**src/rtl/vga_pkg.sv**
```systemverilog
// rtl/vga_pkg.sv - shared types and constants for the VGA framebuffer fill master
// Contents: framebuffer geometry, RGB565 pixel type, fill FSM states,
//           fill command struct and the rectangle clipping helper.
package vga_pkg;

    localparam int VGA_WIDTH  = 640;
    localparam int VGA_HEIGHT = 480;

    typedef logic [15:0] rgb565_t;

    typedef enum logic [1:0] {
        IDLE,
        SETUP,
        WRITE,
        DONE
    } fill_state_t;

    typedef struct packed {
        logic [9:0] x0;
        logic [9:0] y0;
        logic [9:0] w;
        logic [9:0] h;
        rgb565_t    color;
    } fill_cmd_t;

    // Exclusive end coordinate clipped to the framebuffer edge; the 11-bit sum
    // cannot overflow for 10-bit start and length.
    function automatic logic [10:0] clip_end(input logic [9:0]  start,
                                             input logic [9:0]  len,
                                             input logic [10:0] limit);
        logic [10:0] sum;
        sum = {1'b0, start} + {1'b0, len};
        return (sum > limit) ? limit : sum;
    endfunction

endpackage

```
**src/rtl/fb_rect_walker.sv**
```systemverilog
// rtl/fb_rect_walker.sv - pixel walker over a clipped rectangle
// Ports:
//   clk, rst        clock, asynchronous active-high reset
//   load            latch a new rectangle (x0, y0, w, h) and seed the counters
//   advance         step to the next pixel in raster order
//   x0, y0, w, h    rectangle origin and size, sampled on load
//   empty           rectangle on the inputs has no visible pixels
//   last            current pixel is the final pixel of the loaded rectangle
//   pix_next        linear pixel index the walker will hold after this edge
module fb_rect_walker
    import vga_pkg::*;
#(
    parameter int FB_WIDTH  = VGA_WIDTH,
    parameter int FB_HEIGHT = VGA_HEIGHT
) (
    input  logic        clk,
    input  logic        rst,
    input  logic        load,
    input  logic        advance,
    input  logic [9:0]  x0,
    input  logic [9:0]  y0,
    input  logic [9:0]  w,
    input  logic [9:0]  h,
    output logic        empty,
    output logic        last,
    output logic [18:0] pix_next
);

    localparam logic [10:0] WIDTH11  = 11'(FB_WIDTH);
    localparam logic [10:0] HEIGHT11 = 11'(FB_HEIGHT);
    localparam logic [18:0] WIDTH19  = 19'(FB_WIDTH);

    logic [9:0]  x;
    logic [9:0]  y;
    logic [9:0]  x_start;
    logic [10:0] x_end;
    logic [10:0] y_end;
    logic [18:0] row_base;
    logic [18:0] pix;
    logic [18:0] load_row_base;
    logic        x_wrap;

    // Constant multiply happens only once per command, on load.
    assign load_row_base = 19'(y0) * WIDTH19;

    assign empty  = (w == 10'd0) || (h == 10'd0) ||
                    ({1'b0, x0} >= WIDTH11) || ({1'b0, y0} >= HEIGHT11);
    assign x_wrap = (({1'b0, x} + 11'd1) == x_end);
    assign last   = x_wrap && (({1'b0, y} + 11'd1) == y_end);

    // Per-pixel path is incremental: either pix+1 or the next row's start.
    always_comb begin
        pix_next = pix;
        if (load) begin
            pix_next = load_row_base + 19'(x0);
        end else if (advance) begin
            pix_next = x_wrap ? (row_base + WIDTH19 + 19'(x_start)) : (pix + 19'd1);
        end
    end

    always_ff @(posedge clk or posedge rst) begin
        if (rst) begin
            x        <= '0;
            y        <= '0;
            x_start  <= '0;
            x_end    <= '0;
            y_end    <= '0;
            row_base <= '0;
            pix      <= '0;
        end else begin
            pix <= pix_next;
            if (load) begin
                x        <= x0;
                y        <= y0;
                x_start  <= x0;
                x_end    <= clip_end(x0, w, WIDTH11);
                y_end    <= clip_end(y0, h, HEIGHT11);
                row_base <= load_row_base;
            end else if (advance) begin
                if (x_wrap) begin
                    x        <= x_start;
                    y        <= y + 10'd1;
                    row_base <= row_base + WIDTH19;
                end else begin
                    x <= x + 10'd1;
                end
            end
        end
    end

endmodule

```
**src/rtl/vga_fb_fill_master.sv**
```systemverilog
// rtl/vga_fb_fill_master.sv - bus initiator filling rectangles in the RGB565 framebuffer
// Ports:
//   ahb_clk, rst                 clock, asynchronous active-high reset
//   cmd_valid/cmd_ready          command handshake (ready only in IDLE)
//   cmd_x0/y0/w/h/color          rectangle and fill colour
//   busy, done, err              progress, one-cycle completion pulse, sticky bus error
//   bus_addr/wdata/wen/ren       write request to the framebuffer (ren tied low)
//   bus_request_stall, bus_error responder hold and error (error valid on accept)
module vga_fb_fill_master
    import vga_pkg::*;
#(
    parameter logic [31:0] FB_BASE   = 32'h0000_0000,
    parameter int          FB_WIDTH  = 640,
    parameter int          FB_HEIGHT = 480
) (
    input  logic        ahb_clk,
    input  logic        rst,
    input  logic        cmd_valid,
    output logic        cmd_ready,
    input  logic [9:0]  cmd_x0,
    input  logic [9:0]  cmd_y0,
    input  logic [9:0]  cmd_w,
    input  logic [9:0]  cmd_h,
    input  logic [15:0] cmd_color,
    output logic        busy,
    output logic        done,
    output logic        err,
    output logic [31:0] bus_addr,
    output logic [31:0] bus_wdata,
    output logic        bus_wen,
    output logic        bus_ren,
    input  logic        bus_request_stall,
    input  logic        bus_error
);

    fill_state_t state;
    fill_cmd_t   cmd_q;

    logic        accept;
    logic        load;
    logic        advance;
    logic        rect_empty;
    logic        rect_last;
    logic [18:0] pix_next;

    assign bus_ren = 1'b0;

    // bus_wen is only ever high in WRITE, so it alone qualifies a transfer.
    assign accept  = bus_wen && !bus_request_stall;
    assign load    = (state == SETUP);
    assign advance = (state == WRITE) && accept && !bus_error;

    fb_rect_walker #(
        .FB_WIDTH  (FB_WIDTH),
        .FB_HEIGHT (FB_HEIGHT)
    ) u_walker (
        .clk      (ahb_clk),
        .rst      (rst),
        .load     (load),
        .advance  (advance),
        .x0       (cmd_q.x0),
        .y0       (cmd_q.y0),
        .w        (cmd_q.w),
        .h        (cmd_q.h),
        .empty    (rect_empty),
        .last     (rect_last),
        .pix_next (pix_next)
    );

    always_ff @(posedge ahb_clk or posedge rst) begin
        if (rst) begin
            state     <= IDLE;
            cmd_q     <= '0;
            cmd_ready <= 1'b1;
            busy      <= 1'b0;
            done      <= 1'b0;
            err       <= 1'b0;
            bus_wen   <= 1'b0;
            bus_addr  <= '0;
            bus_wdata <= '0;
        end else begin
            case (state)
                IDLE: begin
                    if (cmd_valid) begin
                        cmd_q     <= '{x0: cmd_x0, y0: cmd_y0, w: cmd_w, h: cmd_h, color: cmd_color};
                        err       <= 1'b0;
                        cmd_ready <= 1'b0;
                        busy      <= 1'b1;
                        state     <= SETUP;
                    end
                end
                SETUP: begin
                    if (rect_empty) begin
                        done  <= 1'b1;
                        state <= DONE;
                    end else begin
                        bus_wen   <= 1'b1;
                        bus_addr  <= FB_BASE + {11'b0, pix_next, 2'b00};
                        bus_wdata <= {16'h0000, cmd_q.color};
                        state     <= WRITE;
                    end
                end
                WRITE: begin
                    // While stalled nothing changes: address and data stay put.
                    if (accept) begin
                        if (bus_error) begin
                            err     <= 1'b1;
                            bus_wen <= 1'b0;
                            done    <= 1'b1;
                            state   <= DONE;
                        end else if (rect_last) begin
                            bus_wen <= 1'b0;
                            done    <= 1'b1;
                            state   <= DONE;
                        end else begin
                            bus_addr <= FB_BASE + {11'b0, pix_next, 2'b00};
                        end
                    end
                end
                DONE: begin
                    done      <= 1'b0;
                    busy      <= 1'b0;
                    cmd_ready <= 1'b1;
                    state     <= IDLE;
                end
                default: begin
                    state     <= IDLE;
                    bus_wen   <= 1'b0;
                    done      <= 1'b0;
                    busy      <= 1'b0;
                    cmd_ready <= 1'b1;
                end
            endcase
        end
    end

endmodule
```
**config.mk**
```make
export PLATFORM = sky130hd
export DESIGN_NAME = vga_fb_fill_master
export DESIGN_NICKNAME = d
export VERILOG_FILES = /design/src/rtl/vga_pkg.sv /design/src/rtl/fb_rect_walker.sv /design/src/rtl/vga_fb_fill_master.sv
export SDC_FILE = /design/constraint.sdc
export NUM_CORES = 1
export LEC_CHECK = 0
export BUFFER_PORTS_ARGS = -buffer_cell sky130_fd_sc_hd__buf_2
export CAP_MARGIN = 25
export CELL_PAD_IN_SITES_DETAIL_PLACEMENT = 1
export CELL_PAD_IN_SITES_GLOBAL_PLACEMENT = 1
export CORE_ASPECT_RATIO = 2
export CORE_MARGIN = 2
export CORE_UTILIZATION = 35
export CTS_CLUSTER_DIAMETER = 30
export CTS_CLUSTER_SIZE = 16
export DETAILED_ROUTE_END_ITERATION = 12
export PLACE_DENSITY_LB_ADDON = 0.3
export SLEW_MARGIN = 30
export SYNTH_ARGS = -nofsm -noshare
export SYNTH_HDL_FRONTEND = slang
export SYNTH_HIERARCHICAL = 1
export SYNTH_SLANG_ARGS = --single-unit
```
**constraint.sdc**
```tcl
create_clock -name ahb_clk -period 6.6 [get_ports ahb_clk]
set_input_delay 1.32 -clock ahb_clk [delete_from_list [all_inputs] [get_ports ahb_clk]]
set_output_delay 1.32 -clock ahb_clk [all_outputs]
set_load 0.1 [all_outputs]
```
# Word-level counts from Yosys, hierarchy flattened
# Index checks and enable logic that the tools add are counted.
[totals]
output_inout_bits = 70
word_cells = 118
n_memories = 0
latchBits = 0
rom_bits = 0
in_bits = 61
ram_bits = 0
register_bits = 201
[classes]
n_shift = 0
n_reduce_logical = 27
n_addsub = 10
bitwise = 1
div = 0
order_cmp = 4
n_eq_ne = 13
n_mux = 42
multipliers = 1
[ops]
columns = ["operator", "n"]
rows = [
  ["$mux 32", 4],
  ["$mux 19", 6],
  ["$pmux 32 s2", 1],
  ["$mux 10", 6],
  ["$add 19x10->19", 2],
  ["$add 10x1->11 const B", 2],
  ["$add 10x10->11", 2],
  ["$eq 11x11->1", 2],
  ["$mux 11", 2],
  ["$add 10x1->10 const B", 2],
  ["$logic_not 10->1", 2],
  ["$add 19x1->19 const B", 1],
  ["$add 19x10->19 const B", 1],
  ["$mux 1", 13],
  ["$mul 10x3->12 const B", 1],
  ["$ne 2x2->1 const B", 6],
  ["$reduce_and 4->1", 3],
  ["$gt 11x10->1 const B", 1],
  ["$gt 11x9->1 const B", 1],
  ["$ge 10x10->1 const B", 1],
  ["$ge 10x9->1 const B", 1],
  ["$reduce_bool 2->1", 5],
  ["$mux 2", 4],
  ["$pmux 1 s2", 4],
  ["other kinds (15)", 25],
]

# Depth between registers and ports, before layout
# Gate-level depths: netlist (run 1).
[depth]
depth_word = 10
depth_mapped = 16

# Modules after synthesis
# Netlist (run 1), hierarchy kept.
[modules_own_cells]
columns = ["mod", "area_each_um2", "instances", "cells_per_inst"]
rows = [
  ["fb_rect_walker", 7280.7, 1, 843],
  ["vga_fb_fill_master", 4113.9, 1, 275],
]

# Least setup slack after synthesis (run 1)
# Ideal clock, no wire load.
[synth_timing]
path_kind = "flip-flop to flip-flop"
start = "register cmd_q[37] (netlist bit)"
end = "register bus_addr[20]"
t_arrival_ns = 3.420
setup_slack_ns = 3.055
period_less_slack_ns = 3.545
stages_incl_launch_ff = 12
cell_sequence = "dfrtp_1 -> ha_1 -> ha_1 -> fa_1 -> a211oi_1 -> nor2_1 -> or4_4 -> a2111o_1 -> nor4_2 -> xor2_1 -> a22o_1 -> mux2_2"
[synth_via]
elab_chain_len = 7
word_cells_on_any_way = 12
cone_classes = "1 x add/sub; 1 x mul; 1 x order compare; 1 x eq/ne; 6 x mux; 2 x reduce/logical"
[synth_rtl]
columns = ["element", "line_no", "source"]
rows = [
  ["start, declared", "vga_fb_fill_master.sv:37", "fill_cmd_t cmd_q;"],
  ["start signal, assigned", "vga_fb_fill_master.sv:85", "cmd_q <= '{x0: cmd_x0, y0: cmd_y0, w: cmd_w, h: cmd_h, color: cmd_color};"],
  ["$mul 10x3->12 (*)", "fb_rect_walker.sv:44", "assign load_row_base = 19'(y0) * WIDTH19;"],
  ["$add 19x10->19 (*)", "fb_rect_walker.sv:55", "pix_next = load_row_base + 19'(x0);"],
  ["$mux 19 (*)", "fb_rect_walker.sv:54", "if (load) begin"],
  ["via pix_next[18]", "vga_fb_fill_master.sv:44", "logic [18:0] pix_next;"],
  ["$mux 32", "vga_fb_fill_master.sv:111", "end else if (rect_last) begin"],
  ["$mux 32", "vga_fb_fill_master.sv:106", "if (bus_error) begin"],
  ["$mux 32", "vga_fb_fill_master.sv:105", "if (accept) begin"],
  ["$pmux 32 s2 (*)", "vga_fb_fill_master.sv:82", "case (state)"],
  ["end signal, assigned", "vga_fb_fill_master.sv:98", "bus_addr <= FB_BASE + {11'b0, pix_next, 2'b00};"],
  ["end signal, assigned", "vga_fb_fill_master.sv:116", "bus_addr <= FB_BASE + {11'b0, pix_next, 2'b00};"],
  ["end, declared", "vga_fb_fill_master.sv:28", "output logic [31:0] bus_addr,"],
]
# Mark *: on every way through the listed nets, which the timed path passes. The rest lies on a longest branch. The select of a mux whose other input is x is not followed.
# A chain may end at the register's enable or synchronous reset.

# Worst setup path in the final report (run 1)
[layout_timing]
start = "register u_walker.x[0]"
end = "register bus_addr[5]"
[layout_via]
word_cells_on_any_way = 13
cone_classes = "1 x add/sub; 2 x eq/ne; 8 x mux; 2 x reduce/logical"
[layout_lines]
columns = ["element", "line_no", "source"]
rows = [
  ["start, declared", "fb_rect_walker.sv:33", "logic [9:0] x;"],
  ["start signal, assigned", "fb_rect_walker.sv:81", "x <= x_start;"],
  ["start signal, assigned", "fb_rect_walker.sv:85", "x <= x + 10'd1;"],
  ["$add 10x1->11", "fb_rect_walker.sv:48", "assign x_wrap = (({1'b0, x} + 11'd1) == x_end);"],
  ["$eq 11x11->1", "fb_rect_walker.sv:48", ""],
  ["$logic_and 1x1->1", "fb_rect_walker.sv:49", "assign last = x_wrap && (({1'b0, y} + 11'd1) == y_end);"],
  ["via rect_last", "vga_fb_fill_master.sv:43", "logic rect_last;"],
  ["$ne 2x2->1 (no source line)", "-", ""],
  ["$reduce_and 5->1 (no source line)", "-", ""],
]
# The timed path passes the listed nets, and every way through them passes these cells. The select of a mux whose other input is x is not followed.

==> flow_metrics.env, run 1 <==
export IMPL_status="finished, final reports clean"
export IMPL_ctsHoldBuffers=0
export IMPL_r2r_end="bus_addr[5]"
export IMPL_gp_congestion=0.8698
export IMPL_drtIter0Drc=311
export IMPL_cts_buffers=17
export IMPL_netlist_area_um2=11390
export IMPL_crit_buf_inv=1
export IMPL_final_area_um2=12720
export IMPL_grt_pass1_vias=9925
export IMPL_relSlewSlack_pct=35.17
export IMPL_cp_start_kind="flop"
export IMPL_worst_clock_skew_ns=0.007606
export IMPL_dp_cells=1600
export IMPL_crit_path_end="bus_addr[5]"
export IMPL_synth_most_common_cell="dfrtp_1"
export IMPL_ys_seq_area_share_pct=39.76
export IMPL_cp_required_ns=6.93
export IMPL_avgSynthCellArea_um2=10.19
export IMPL_ys_ff_latch=181
export IMPL_reg2reg_slack_ns=2.61
export IMPL_cts_tree="built"
export IMPL_synth_top_cells_by_area="dfrtp_1 (40%), mux2_2 (8.8%), ha_1 (5.9%)"
export IMPL_drv_slew=0
export IMPL_period_needed_ns=3.994
export IMPL_layout_nets=1311
export IMPL_setup_worst_path_start="u_walker/x[0]"
export IMPL_finalSetupViolations=0
export IMPL_insertedDiodeCount=0
export IMPL_die_w_um=131.6
export IMPL_drc_errors=0
export IMPL_area_delta_synth_final_pct=11.61
export IMPL_post_cts_buffers=0
export IMPL_tns_ns=0
export IMPL_yosysTopAreaCell="dfrtp_1"
export IMPL_fin_util_pct=39.60
export IMPL_max_freq_ghz=0.2504
export IMPL_cap_viol_max_count=0
export IMPL_yosys_warnings=6
export IMPL_worstRegToRegCells=11
export IMPL_htree_levels=4
export IMPL_chipHeight_um=259.2
export IMPL_crit_fanout=19
export IMPL_synth_enable_flop_cells=0
export IMPL_critPathTopFamily="simple AND/OR/NAND/NOR gates"
export IMPL_wl_per_cell_um=21.28
export IMPL_io_pins=131
export IMPL_synth_common_cells="dfrtp_1 (180), mux2_2 (89), nor2_1 (68), nand2_1 (66), ha_1 (54)"
export IMPL_coreArea_um2=32120
export IMPL_final_hold_viol_count=0
export IMPL_ctsResizeCount=0
export IMPL_yosys_cell_types_count=86
export IMPL_rsz0062_at_grt="false"
export IMPL_max_stage_delay_ns=0.60
export IMPL_netlist_area_leader_share_pct=39.53
export IMPL_ys_flop_type="dfrtp_1"
export IMPL_routed_wl_um=34710
export IMPL_io_buffers=100
export IMPL_async_reset_ff_share_pct=100.0
export IMPL_fin_crit_sh_pct=60.52
export IMPL_cts_sinks=181
export IMPL_antenna_found_initial=0
export IMPL_criticalPathCategory="flop to flop"
export IMPL_path_cells="ha_1 > xnor2_1 > xnor2_1 > nor3_1 > and4_1 > nand3_1 > a2111oi_1 > a221oi_1 > and3_1 > buf_4 > mux2_4"
export IMPL_rr_startpoint="u_walker/x[0]"
export IMPL_root_buffer="clkbuf_16"
export IMPL_hp_class="flop to flop"
export IMPL_instances_no_fill=1631
export IMPL_crit_path_end_kind="flop"
export IMPL_grt_max_degree=74
export IMPL_netlist_instances=1118
export IMPL_rows=93
export IMPL_via_count=8996
export IMPL_drive_gt1_share_pct=21.68
export IMPL_ant_nets=0
export IMPL_start_util_pct=35.48
export IMPL_place_area_um2=12120
export IMPL_min_from="cmd_ready"
export IMPL_dp_hpwl_um=26730
export IMPL_crit_top_cell="xnor2_1"
export IMPL_clk_latency_ns=0.45
export IMPL_worstMarginPinSlew_ns=0.9599
export IMPL_cp_arrival_ns=4.33
export IMPL_grt_pass1_wl_um=54810
export IMPL_clock_path_buffers=2
export IMPL_cp_slowest_cell="a2111oi_1"
export IMPL_clk_pin_slew_worst_paths_ns=0.07
export IMPL_grt_overflow=0
export IMPL_via_per_inst=5.516
export IMPL_worst_path_stages=11
export IMPL_die_area_um2=34100
export IMPL_track_usage_pct=20.60
export IMPL_dr_pass1_iters=4
-- cell usage in the layout, fill, tap and decap left out, types with 10 or more instances in the layout --
cell type	instances
mux2i_1	14
o21ai_0	42
ha_1	53
o2bb2ai_1	12
nand3_1	39
a21o_1	15
nor2b_1	10
or3_1	13
mux2_4	10
dfrtp_1	180
nor2_1	68
conb_1	31
xnor2_1	43
nand2_1	65
nor3_1	25
mux2_2	89
inv_1	33
nand4_1	13
and2_1	11
buf_2	100
and3_1	14
a31oi_1	27
o21a_1	13
a211oi_1	14
xor2_1	29
clkbuf_16	17
o31ai_1	10
a21oi_1	39
-- worst min-delay path, cell delays in order (launching register included) --
cell and delay [ns]:
dfstp_2 0.37, inv_1 0.04, a21oi_1 0.06
-- how the worst min path moves through the flow --
stage | to | cells past startpoint
5_1_grt | cmd_q[7] | 1
2_1_floorplan | bus_wdata[10] | 1
3_5_place_dp | cmd_ready | 2
6_report | cmd_ready | 2
4_1_cts | cmd_ready | 2
3_3_place_gp | cmd_ready | 2
-- state kept, by name, indices dropped and copies added, names as in the netlist --
name	count
busy	1
u_walker/x_end	11
u_walker/pix	19
bus_wen	1
cmd_q	56
u_walker/y_end	11
done	1
cmd_ready	1
u_walker/row_base	12
bus_addr	19
bus_wdata	16
state	2
err	1
u_walker/x_start	10
u_walker/y	10
u_walker/x	10
-- per-layer routing --
layer  routed length, um  vias up  global-route usage [%]
met4                1473        0                   9.994
met2               19940      176                   41.84
met1               12270     4553                   19.77
met3                1018       59                   3.085
li1                    -     4208                       -
met5                   0        -                       0
-- cell families (layout without fill, tap and decap cells) --
group | Yosys count | count (layout) | synth area share [%]
AND/OR/NAND/NOR | 313 | 313 | 14.37
AO/OA/AOI/OAI | 257 | 257 | 16.06
flip-flops | 181 | 181 | 39.76
buffers and inverters | 119 | 176 | 5.677
multiplexers | 113 | 113 | 11.34
XOR/XNOR | 75 | 75 | 6.083
adder cells (fa/ha/maj) | 58 | 58 | 6.632
other | 2 | 31 | 0.06591
-- area by class of cell --
| class | instances | area [um2] |
|---|---|---|
| tap | 427 | 534.3 |
| fill | 3727 | 19400 |
| clock inverter | 11 | 151.4 |
| sequential | 181 | 4531 |
| inverter | 36 | 138.9 |
| timing repair buffer | 109 | 571.8 |
| clock buffer | 20 | 446.7 |
| multi-input combinational | 847 | 6344 |
-- metrics by stage --
step                      hold WS (ns)  setup WS (ns)
final                           0.4827          2.606
after global routing            0.5127          2.380
after CTS                       0.4826          2.595
after detailed placement        0.4690          2.504
after global placement          0.4571          2.501
after floorplan                 0.4736          2.720
Power of run 1 is left out: the tool's default activity adds up to more than one toggle a clock period on the data nets, which glitch-free logic cannot reach.
==> run 2, diff against run 1 <==
Clock period 6.6 ns to 3.6 ns, I/O delays scaled along.
==> run 2 against run 1 <==
Compared with the run above: setup slack lost 2.5 ns; via count grew 3.2%; first-iteration DRC count is 26% lower; critical path depth stayed put; cell area increased by 3.8%; maximum frequency up 14%; cell count grew 2.8%; highest routed layer unchanged; non-clock buffer count rose by 44; clock skew up 0.0016 ns; flip-flop and latch count stayed put; global-route usage increased by 0.23 points.
==> flow_metrics.env, run 2 (synthesis results as in run 1) <==
export IMPL_antenna_found_initial=0
export IMPL_cts_buffers=17
export IMPL_drc_errors=0
export IMPL_status="finished, final reports clean"
export IMPL_clk_latency_ns=0.45
export IMPL_cts_sinks=181
export IMPL_htree_levels=4
export IMPL_multiInputGateArea_um2=6361
export IMPL_worstMarginPinSlew_ns=0.7464
export IMPL_cp_arrival_ns=3.85
export IMPL_drtIter0Drc=231
export IMPL_period_needed_ns=3.510
export IMPL_ant_nets=0
export IMPL_chipHeight_um=259.2
export IMPL_relSlewSlack_pct=49.71
export IMPL_track_usage_pct=20.83
export IMPL_hp_class="input pin to asynchronous set/reset pin"
export IMPL_regMostFlops="cmd_q"
export IMPL_largest_reg_flops=56
export IMPL_routed_wl_um=35200
export IMPL_max_freq_ghz=0.2849
export IMPL_nFillCells=3715
export IMPL_instances_no_fill=1676
export IMPL_fin_crit_sh_pct=97.50
export IMPL_grt_pass1_vias=10196
export IMPL_tns_ns=0
export IMPL_grt_max_degree=56
export IMPL_coreArea_um2=32120
export IMPL_insertedDiodeCount=0
export IMPL_final_cell_mix="dfrtp_1 (180), buf_2 (100), mux2_2 (89)"
export IMPL_cp_start_kind="flop"
export IMPL_gp_congestion=0.8777
export IMPL_wl_per_cell_um=21.00
export IMPL_reg_largest_list="cmd_q (56), bus_addr (19), u_walker/pix (19)"
export IMPL_grt_overflow=0
export IMPL_criticalPathCategory="flop to flop"
export IMPL_cts_tree="built"
export IMPL_via_count=9286
export IMPL_crit_path_end_kind="flop"
export IMPL_layout_nets=1355
export IMPL_io_pins=131
export IMPL_final_hold_viol_count=0
export IMPL_seq_area_um2=4531
export IMPL_rows=93
export IMPL_area_delta_synth_final_pct=15.87
export IMPL_dp_hpwl_um=27430
export IMPL_via_per_inst=5.541
export IMPL_cap_viol_max_count=0
export IMPL_worst_clock_skew_ns=0.009165
export IMPL_layout_commonest_cell="dfrtp_1"
export IMPL_clk_pin_slew_worst_paths_ns=0.07
export IMPL_die_w_um=131.6
export IMPL_finalSetupViolations=0
export IMPL_cp_required_ns=3.94
export IMPL_drv_slew=0
export IMPL_crit_fanout=3
export IMPL_start_util_pct=35.48
export IMPL_rsz0062_at_grt="true"
export IMPL_drive_gt1_share_pct=24.98
export IMPL_io_buffers=100
export IMPL_grt_pass1_wl_um=55360
export IMPL_clock_path_buffers=2
export IMPL_die_area_um2=34100
export IMPL_dp_cells=1643
export IMPL_dr_pass1_iters=4
export IMPL_root_buffer="clkbuf_16"
run 2: final timing paths:
path / slack, ns / from / cells past startpoint / end
min in group ahb_clk: 0.49 / cmd_ready / 2 / cmd_ready
worst max register to register: 0.09 / cmd_q[37] / 11 / bus_addr[20]
worst max-delay path: 0.09 / cmd_q[37] / 11 / bus_addr[20]
max in group asynchronous: 2.43 / rst / 3 / cmd_ready
worst min register to register: 0.49 / cmd_ready / 2 / cmd_ready
worst min-delay path: 0.36 / rst / 2 / u_walker/x[0]
run 2: worst max-delay path, cell delays in order, from the launching register on:
cell and delay [ns]:
dfrtp_1 0.38, ha_1 0.30, ha_2 0.21, fa_2 0.39
a211oi_2 0.25, nor2_2 0.09, or4_4 0.56, a2111o_1 0.35
nor4_2 0.30, xor2_1 0.10, a22o_1 0.20, mux2_2 0.26
run 2: timing repair:
item | 4_1_cts | 5_1_grt
buffers inserted | 0 | 1
hold buffers | 0 | 0
endpoints found under the setup margin | 2 | 19
gates resized for setup | 3 | 3
pin swaps | 0 | 4
run 2: area by class of cell:
type,instances,share of cell area (%)
Clock buffer,19,3.279
Clock inverter,13,1.848
Inverter,36,1.052
Multi-Input combinational cell,847,48.18
Sequential cell,181,34.32
Tap cell,427,4.047
Timing Repair Buffer,153,7.278
run 2: per-stage QoR:
stage               hold WS [ns]  instance area, um2  setup slack, ns  utilization (%)
detailed placement        0.4841               12500         -0.04656            38.91
CTS                       0.3578               13190          0.06019            41.06
floorplan                 0.4736               11500          0.05480                -
global placement          0.4588               12500         -0.01403            38.91
finish                    0.3560               13200          0.09013            41.11
global route              0.3871               13200         -0.06621            41.11
run 2: layer usage:
| metal | global-route usage (%) | wire (um) | vias to the layer above | part of all wire, % |
|---|---|---|---|---|
| li1 | - | - | 4299 | - |
| met1 | 19.72 | 12330 | 4699 | 35 |
| met2 | 42.16 | 20150 | 214 | 57 |
| met3 | 3.320 | 1132 | 74 | 3.2 |
| met4 | 10.72 | 1591 | 0 | 4.5 |
| met5 | 0 | 0 | - | 0 |
Power of run 2 is left out for the same reason.
